### src/rtl/fft_seq_pkg.sv
// -----------------------------------------------------------------------------
// fft_seq_pkg
//   Shared definitions for the FFT frame sequencer:
//     seq_state_e  - sequencer states FILL / COMPUTE / DRAIN
//     MAX_IDX_W    - widest bin index bit_reverse() can handle
//     bit_reverse  - reverses the low 'bits' bits of an index. Used when
//                    bins leave in bit-reversed order (FFT_SEQ_BITREV_OUT_EN).
// -----------------------------------------------------------------------------
package fft_seq_pkg;

    typedef enum logic [1:0] {
        FILL    = 2'd0,
        COMPUTE = 2'd1,
        DRAIN   = 2'd2
    } seq_state_e;

    localparam int MAX_IDX_W = 16;

    // Shifting value[0] in first leaves it at bit (bits-1) after 'bits'
    // iterations, which is exactly the bit-reversed index.
    function automatic logic [MAX_IDX_W-1:0] bit_reverse(
        input logic [MAX_IDX_W-1:0] value,
        input int                   bits
    );
        logic [MAX_IDX_W-1:0] result;
        result = '0;
        for (int b = 0; b < MAX_IDX_W; b++) begin
            if (b < bits) begin
                result = {result[MAX_IDX_W-2:0], value[b]};
            end
        end
        return result;
    endfunction

endpackage

### src/rtl/fft_seq_result_buf.sv
// -----------------------------------------------------------------------------
// fft_seq_result_buf
//   Holds one frame of FFT bins. The whole frame is captured in a single cycle
//   and read back one bin at a time.
//   Ports:
//     clk, rst         - clock, asynchronous active-high reset (clears buffer)
//     capture_en_i     - load capture_data_i into the buffer on this edge
//     capture_data_i   - all SAMPLES bins from the datapath
//     rd_idx_i         - bin index to read
//     rd_data_o        - bin at rd_idx_i
// -----------------------------------------------------------------------------
module fft_seq_result_buf
    import fft_seq_pkg::*;
#(
    parameter  int SAMPLES = 16,
    parameter  int WIDTH   = 32,
    localparam int IDX_W   = $clog2(SAMPLES)
) (
    input  logic                           clk,
    input  logic                           rst,
    input  logic                           capture_en_i,
    input  logic [SAMPLES-1:0][WIDTH-1:0]  capture_data_i,
    input  logic [IDX_W-1:0]               rd_idx_i,
    output logic [WIDTH-1:0]               rd_data_o
);

    logic [SAMPLES-1:0][WIDTH-1:0] result_buf_q;

    // NOTE: this storage is reset on purpose: after reset the bin output must
    // read as zero and no bins from an aborted frame may survive, so it is
    // built from flops rather than an unreset RAM.
    always_ff @(posedge clk or posedge rst) begin
        if (rst) begin
            result_buf_q <= '0;
        end else if (capture_en_i) begin
            result_buf_q <= capture_data_i;
        end
    end

    assign rd_data_o = result_buf_q[rd_idx_i];

endmodule

### src/rtl/fft_frame_sequencer.sv
// -----------------------------------------------------------------------------
// fft_frame_sequencer
//   Collects SAMPLES time-domain samples, launches an external FFT datapath,
//   waits COMPUTE_CYCLES for its result, captures all bins and streams them
//   out one per handshake.
//   Ports:
//     clk, rst                 - clock, asynchronous active-high reset
//     in_data/in_valid/in_ready- sample input stream (accepted only in FILL)
//     fft_samples              - current frame, driven to the datapath
//     fft_start                - one-cycle launch pulse (first COMPUTE cycle)
//     fft_result               - bins returned by the datapath
//     out_data/out_index/out_last/out_valid/out_ready
//                              - bin output stream (presented only in DRAIN)
//     busy                     - high whenever the sequencer is not in FILL
//   Build option:
//     FFT_SEQ_BITREV_OUT_EN    - when defined, bins leave in bit-reversed
//                                index order instead of natural order.
// -----------------------------------------------------------------------------
module fft_frame_sequencer
    import fft_seq_pkg::*;
#(
    parameter  int SAMPLES        = 16,
    parameter  int WIDTH          = 32,
    parameter  int COMPUTE_CYCLES = 1,
    localparam int IDX_W          = $clog2(SAMPLES)
) (
    input  logic                          clk,
    input  logic                          rst,
    input  logic [WIDTH-1:0]              in_data,
    input  logic                          in_valid,
    output logic                          in_ready,
    output logic [SAMPLES-1:0][WIDTH-1:0] fft_samples,
    output logic                          fft_start,
    input  logic [SAMPLES-1:0][WIDTH-1:0] fft_result,
    output logic [WIDTH-1:0]              out_data,
    output logic [IDX_W-1:0]              out_index,
    output logic                          out_last,
    output logic                          out_valid,
    input  logic                          out_ready,
    output logic                          busy
);

    localparam int               CNT_W    = $clog2(COMPUTE_CYCLES + 1);
    localparam logic [IDX_W-1:0] LAST_IDX = IDX_W'(SAMPLES - 1);
    localparam logic [CNT_W-1:0] CNT_LOAD = CNT_W'(COMPUTE_CYCLES);

    seq_state_e                    state_q;
    logic [IDX_W-1:0]              wr_idx_q;
    logic [IDX_W-1:0]              rd_idx_q;
    logic [CNT_W-1:0]              wait_cnt_q;
    logic [SAMPLES-1:0][WIDTH-1:0] sample_buf_q;
    logic                          fft_start_q;

    logic                          capture_en;
    logic [IDX_W-1:0]              order_idx;
    logic [WIDTH-1:0]              bin_data;

    // The launch cycle (fft_start high) only starts the datapath; the
    // COMPUTE_CYCLES countdown runs from the cycle after it, so the result is
    // sampled COMPUTE_CYCLES edges after the datapath saw fft_start.
    assign capture_en = (state_q == COMPUTE) && !fft_start_q
                        && (wait_cnt_q == CNT_W'(1));

    // NOTE: every register in this block uses non-blocking assignment so all
    // of them update together from the pre-edge values, like real flops.
    always_ff @(posedge clk or posedge rst) begin
        if (rst) begin
            state_q      <= FILL;
            wr_idx_q     <= '0;
            rd_idx_q     <= '0;
            wait_cnt_q   <= '0;
            sample_buf_q <= '0;
            fft_start_q  <= 1'b0;
        end else begin
            fft_start_q <= 1'b0;
            case (state_q)
                FILL: begin
                    // in_ready is 1 throughout FILL, so in_valid is the beat.
                    if (in_valid) begin
                        sample_buf_q[wr_idx_q] <= in_data;
                        if (wr_idx_q == LAST_IDX) begin
                            wr_idx_q    <= '0;
                            wait_cnt_q  <= CNT_LOAD;
                            fft_start_q <= 1'b1;
                            state_q     <= COMPUTE;
                        end else begin
                            wr_idx_q <= wr_idx_q + 1'b1;
                        end
                    end
                end
                COMPUTE: begin
                    if (!fft_start_q) begin
                        wait_cnt_q <= wait_cnt_q - 1'b1;
                    end
                    if (capture_en) begin
                        state_q <= DRAIN;
                    end
                end
                DRAIN: begin
                    // out_valid is 1 throughout DRAIN, so out_ready is the beat.
                    if (out_ready) begin
                        if (rd_idx_q == LAST_IDX) begin
                            rd_idx_q <= '0;
                            state_q  <= FILL;
                        end else begin
                            rd_idx_q <= rd_idx_q + 1'b1;
                        end
                    end
                end
                default: state_q <= FILL;
            endcase
        end
    end

`ifdef FFT_SEQ_BITREV_OUT_EN
    assign order_idx = IDX_W'(bit_reverse(MAX_IDX_W'(rd_idx_q), IDX_W));
`else
    assign order_idx = rd_idx_q;
`endif

    fft_seq_result_buf #(
        .SAMPLES (SAMPLES),
        .WIDTH   (WIDTH)
    ) u_result_buf (
        .clk            (clk),
        .rst            (rst),
        .capture_en_i   (capture_en),
        .capture_data_i (fft_result),
        .rd_idx_i       (order_idx),
        .rd_data_o      (bin_data)
    );

    assign in_ready    = (state_q == FILL);
    assign out_valid   = (state_q == DRAIN);
    assign busy        = (state_q != FILL);
    assign fft_start   = fft_start_q;
    assign fft_samples = sample_buf_q;
    assign out_index   = order_idx;
    assign out_data    = bin_data;
    assign out_last    = out_valid && (rd_idx_q == LAST_IDX);

endmodule

### config.mk
export PLATFORM = sky130hd
export DESIGN_NAME = fft_frame_sequencer
export DESIGN_NICKNAME = d
export VERILOG_FILES = /design/src/rtl/fft_seq_pkg.sv /design/src/rtl/fft_seq_result_buf.sv /design/src/rtl/fft_frame_sequencer.sv
export SDC_FILE = /design/constraint.sdc
export NUM_CORES = 2
export LEC_CHECK = 0
export BUFFER_PORTS_ARGS = -buffer_cell sky130_fd_sc_hd__buf_2
export CORE_AREA = 2 2 433 435
export CTS_BUF_LIST = sky130_fd_sc_hd__clkbuf_2
export DETAILED_ROUTE_END_ITERATION = 16
export DIE_AREA = 0 0 435 437
export PLACE_DENSITY = 0.38
export SKIP_LAST_GASP = 1
export SYNTH_ARGS = -nofsm -noshare
export SYNTH_HDL_FRONTEND = slang
export SYNTH_SLANG_ARGS = --single-unit
### constraint.sdc
create_clock -name clk -period 43.5 [get_ports clk]
set_clock_uncertainty 0.05 [all_clocks]
set_input_delay 2.175 -clock clk [delete_from_list [all_inputs] [get_ports clk]]
set_output_delay 2.175 -clock clk [all_outputs]
set_load 0.1 [all_outputs]
* Word-level counts from Yosys, hierarchy flattened
Index checks and enable logic that the tools add are counted.
** Operators by class
- Add/subtract/negate cells :: 3
- Magnitude comparators :: 3
- Eq/ne operators :: 10
- Multiplexer cells :: 20
- Reduce and logical (&&, ||, !) cells :: 12
** Operators by type and width (count)
- 512-bit bitwise mux :: 1
- 32-bit binary-select mux with 4-bit select :: 1
- 32-bit demux with 4-bit select :: 1
- 32-bit two-way mux :: 2
- 4-bit by 5-bit less-than comparator with 1-bit output, second input constant :: 2
- 2-bit two-way mux :: 5
- 4-bit by 1-bit adder with 4-bit output, second input constant :: 2
- 4-bit equality test, second input constant :: 2
- 4-bit two-way mux :: 2
- 1-bit two-way mux :: 6
- 2-bit by 1-bit inequality test with 1-bit output, second input constant :: 3
- 2-bit inequality test, second input constant :: 3
- 2-bit case mux with 3 select lines :: 1
- 5-bit AND reduction :: 1
- 4-bit by 1-bit >= comparator with 1-bit output, second input constant :: 1
- 1-bit logical AND :: 4
- 2-bit AND reduction :: 2
- 4-bit AND reduction :: 1
- 2-bit nonzero test :: 2
- 2-bit by 1-bit equality test with 1-bit output, second input constant :: 1
- 2-bit equality test, second input constant :: 1
- 2-bit logical NOT :: 1
- 1-bit case mux with 2 select lines :: 1
- 1-bit logical NOT :: 1
- 1-bit subtractor, second input constant :: 1
** Word-level totals
- Register bits after elaboration :: 1036
- Input bits :: 548
- Output and inout bits :: 553
- Word-level logic and storage cells :: 85

* Longest topological paths before layout
- Depth after elaboration :: 5
- Depth in mapped cells :: 7
- Mapped depth without buffers :: 5

* Cells and area by module
From an unflattened synthesis, not the netlist that was laid out.
** Second synthesis, totals
- Cell total of the unflattened synthesis :: 2542
- Area total of the unflattened synthesis :: 42538.3 µm²
** Modules (own cells, without submodules)
- fft_seq_result_buf :: instances 1, cells each 1353, area each 22565.4 µm², sequential area each 12812.3 µm²
- fft_frame_sequencer :: instances 1, cells each 1189, area each 19972.9 µm², sequential area each 13112.6 µm²

* Least setup slack after synthesis
Ideal clock, no wire load.
- Path type :: register to output
- Start point :: reg rd_idx_q[3] (netlist: out_index[3])
- End point :: out out_last
- Arrival :: 3.868 ns
- Data required time :: 41.275 ns
- Path slack :: 37.407 ns
- Cell stages (with the launch flop) :: 5
- Path buffers :: 2
- Path through :: dfrtp_1 > clkbuf_1 > clkbuf_1 > nand3_1 > nor3b_1
** Between the ends
- Longest elaborated chain between the ends :: 2
** Ends and longest elaborated chain
- from (decl) :: line fft_frame_sequencer.sv:49 : logic [IDX_W-1:0] rd_idx_q;
- from (signal assigned) :: line fft_frame_sequencer.sv:106 : rd_idx_q <= rd_idx_q + 1'b1;
- 4-bit equality test :: line fft_frame_sequencer.sv:140 : assign out_last = out_valid && (rd_idx_q == LAST_IDX);
- 1-bit logical AND :: line fft_frame_sequencer.sv:140
- to (decl) :: line fft_frame_sequencer.sv:37 : output logic out_last,
No other way between the ends.

* Worst setup path after layout
- Start point :: reg rd_idx_q[1] (netlist: out_index[1])
- End point :: out out_data[6]
** Between the ends
- Longest elaborated chain between the ends :: 2
** Ends and longest elaborated chain
- 32-bit binary-select mux with 4-bit select :: line fft_seq_result_buf.sv:40 : assign rd_data_o = result_buf_q[rd_idx_i];
- 32-bit two-way mux (not written as such) :: line fft_seq_result_buf.sv:40
- to (decl) :: line fft_frame_sequencer.sv:35 : output logic [WIDTH-1:0] out_data,
No other way between the ends. The select of a mux whose other input is x is not followed.

==> results by group <==
Outcome
  – Status: finished clean

Worst hold path
  – Hold/Removal Path Class: reg2reg
  – Hold endpoint: u_result_buf.result_buf_q[369]
  – HP Start: u_result_buf.result_buf_q[369]
  – Cells on Worst Hold Path: 1

Synth
  – Post-Syn Area: 43,400 um^2
  – Area leader, netlist: dfrtp_1
  – Synth Net Count: 3,235
  – Most frequent cells after synthesis: dfrtp_1, mux2_2, mux2i_1
  – Post-synthesis mux area share: 33.4%
  – Synth top area share: 59.8%
  – Cell count after synthesis: 2,682
  – Sequential area share after synthesis: 59.8%
  – Adder-Cell Fraction of Synth Area: 0.144%
  – EDFF count, synth: 0
  – Compound-Gate Fraction of Synth Area: 2.37%
  – Post-synth ARST share: 100%
  – Simple-gate share of the synthesized area: 1.07%
  – Top FF cell, synth: dfrtp_1
  – Most frequent cell after synthesis: dfrtp_1
  – Cell variety after synth: 38
  – Synth Register Bits: 1,036
  – Synthesis warning total: 0
  – XOR/XNOR Fraction of Synth Area: 0.0404%
  – Top cells by area, synth: dfrtp_1, mux2_2, mux4_2
  – Syn Area/Cell: 16.2 um^2
  – Main combinational cell family by area after synthesis: multiplexers

Floorplan
  – Die Height: 437 um
  – Die ar.: 190,000 um^2
  – Top Ports: 1,101
  – Starting Density: 23.4%
  – Core footprint: 185,000 um^2
  – Die Width: 435 um
  – FP Rows: 158

Placement
  – IO buf count: 1,100
  – Post-DP HPWL: 144,000 um
  – Global placement routability congestion: 0.838
  – Placed cell area: 51,200 um^2

STA
  – Final min period: 7.55 ns
  – Setup tns final: 0 ns
  – Max Fclk: 0.132 GHz
  – Period utilization: 17.4%
  – Final setup fails: 0
  – Max-slew violation total from the final report: 0
  – RSZ-0062 raised after global routing: no
  – Max-slew headroom: 23.1%
  – Endpoints failing hold: 0
  – Worst Tran Pin Value: 1.15 ns

Clock network
  – Later-pin clock latency in the skew report: 1.75 ns
  – Root buffer cell: clkbuf_2
  – Hold buffers post-CTS: 0
  – TritonCTS clock tree: built
  – Clock transition at path regs: 0.10 ns
  – Post-CTS Setup Bufs: 0
  – Inserted Clock Buffers: 328
  – Maximum clock path buffer count: 4
  – Post-cts sizing count: 0
  – CTS Sinks: 1,036
  – H-Tree Depth: 5

Critical path
  – Worst Setup SP: out_index[1]
  – Reg2reg path depth: 6
  – Crit path max fanout: 51
  – Reg2reg setup slack: 38.73 ns
  – Crit path max-delay cell type: dfrtp_4
  – CP required: 41.27 ns
  – Startpoint types: register
  – Worst Path Arrival: 5.32 ns
  – Worst path max stage delay: 0.96 ns
  – Reg2reg end: u_result_buf.result_buf_q[199]
  – Crit end category: primary output
  – WS Path Type: reg2out
  – Reg-to-Reg Start: state_q[1]
  – Critical-path cell list: buf_4, mux2i_1, a221oi_1, o21ai_0, nand2_1, buf_2

Global routing
  – Largest net degree at the start of global routing: 174
  – Met3 Use GR: 6.37%
  – GR met2 Demand/Resource: 34.6%
  – Grt peak-use layer: met2
  – Number of global-route vias before repair: 31.2k
  – Total congestion overflow: 0
  – Grt met1 use: 23.1%
  – GRT Total Usage: 20.1%
  – Initial antenna violation count: 150
  – First-pass GRT wire length: 266,000 um

Routing
  – Post-route ant nets: 0
  – 1st-iter DRT viols: 1,354
  – Via count: 29.6k
  – Drt total wl: 196,000 um
  – Wire length per cell: 29.3 um
  – Via-to-Cell Ratio: 4.43
  – Drt drc: 0
  – DRT Pass-1 Iters: 5

Cells and area
  – Area growth syn-to-layout: 24.3%
  – Share of layout cells above drive strength 1: 65.1%
  – Fillcell total: 19.4k
  – Final core utilization: 29.1%
  – Final #Nets: 4,524
  – Post-route cell area: 53,900 um^2

Job
  – Max-cap violations: 0
-- worst max-delay path by stage --
stage | to | cells after the start
after floorplan | fft_samples[0] | 1
after global placement | out_data[26] | 6
after detailed placement | out_data[25] | 6
after CTS | out_data[25] | 6
after global routing | out_data[25] | 6
final | out_data[6] | 6
-- sequential cells by signal (all words and copies together), names as in the netlist --
register and flops:
fft_samples 512, u_result_buf.result_buf_q 512, out_index 4, wr_idx_q 4
state_q 2, fft_start 1, wait_cnt_q 1
-- per-layer routing --
| layer | part of all wire, % | routed length (um) |
|---|---|---|
| met1 | 39 | 76300 |
| met2 | 50 | 97600 |
| met3 | 6.9 | 13400 |
| met4 | 4.2 | 8150 |
| met5 | 0.012 | 23 |
-- worst max-delay path: cells and delay by family, from the launching register on --
kind                   cells  cell delay (ns)
flip-flops                 1             0.96
AO/OA/AOI/OAI              2             0.93
multiplexers               1             0.16
buffers and inverters      2             1.27
AND/OR/NAND/NOR            1             0.18
-- cell usage in the layout (no fill, tap or decap), types with 6 or more instances in the layout --
| master | n |
|---|---|
| a221oi_1 | 58 |
| a221oi_2 | 6 |
| a22oi_1 | 32 |
| buf_2 | 1100 |
| buf_4 | 53 |
| clkbuf_2 | 464 |
| clkinv_1 | 54 |
| clkinv_2 | 7 |
| dfrtp_1 | 1032 |
| diode_2 | 27 |
| inv_2 | 8 |
| mux2_1 | 41 |
| mux2_2 | 924 |
| mux2_4 | 60 |
| mux2i_1 | 128 |
| mux4_2 | 64 |
| nand2_1 | 40 |
| o21ai_0 | 38 |
-- kinds of logic (layout without fill, tap and decap cells) --
group / after synthesis / in the layout
other cells: 0 / 27
flops: 1036 / 1036
compound gates: 139 / 139
mux: 1217 / 1217
simple gates: 80 / 80
xor+xnor: 2 / 2
fa+ha+maj: 5 / 5
buf+inv: 203 / 1697
-- area by class of cell --
type | count | area, um^2 | share of cell area, %
tap | 2480 | 3100 | 5.76
timing repair buffer | 1156 | 5960 | 11.1
inverter | 6 | 30.0 | 0.0557
sequential | 1036 | 25900 | 48.1
clock buffer | 464 | 2320 | 4.31
clock inverter | 71 | 307 | 0.569
multi-input combinational | 1443 | 16200 | 30.0
antenna | 27 | 67.6 | 0.125
-- stage by stage --
step	cells	setup slack, ns	hold slack (ns)
final	6683	35.95	0.442
after global placement	6121	37.42	0.413
after detailed placement	6121	37.39	0.424
after floorplan	2682	12.12	0.403
after global routing	6676	35.43	0.262
after CTS	6656	35.42	0.164
Power is not shown: default switching activity piles up to over one toggle a cycle in this logic, so the estimate is an artifact.
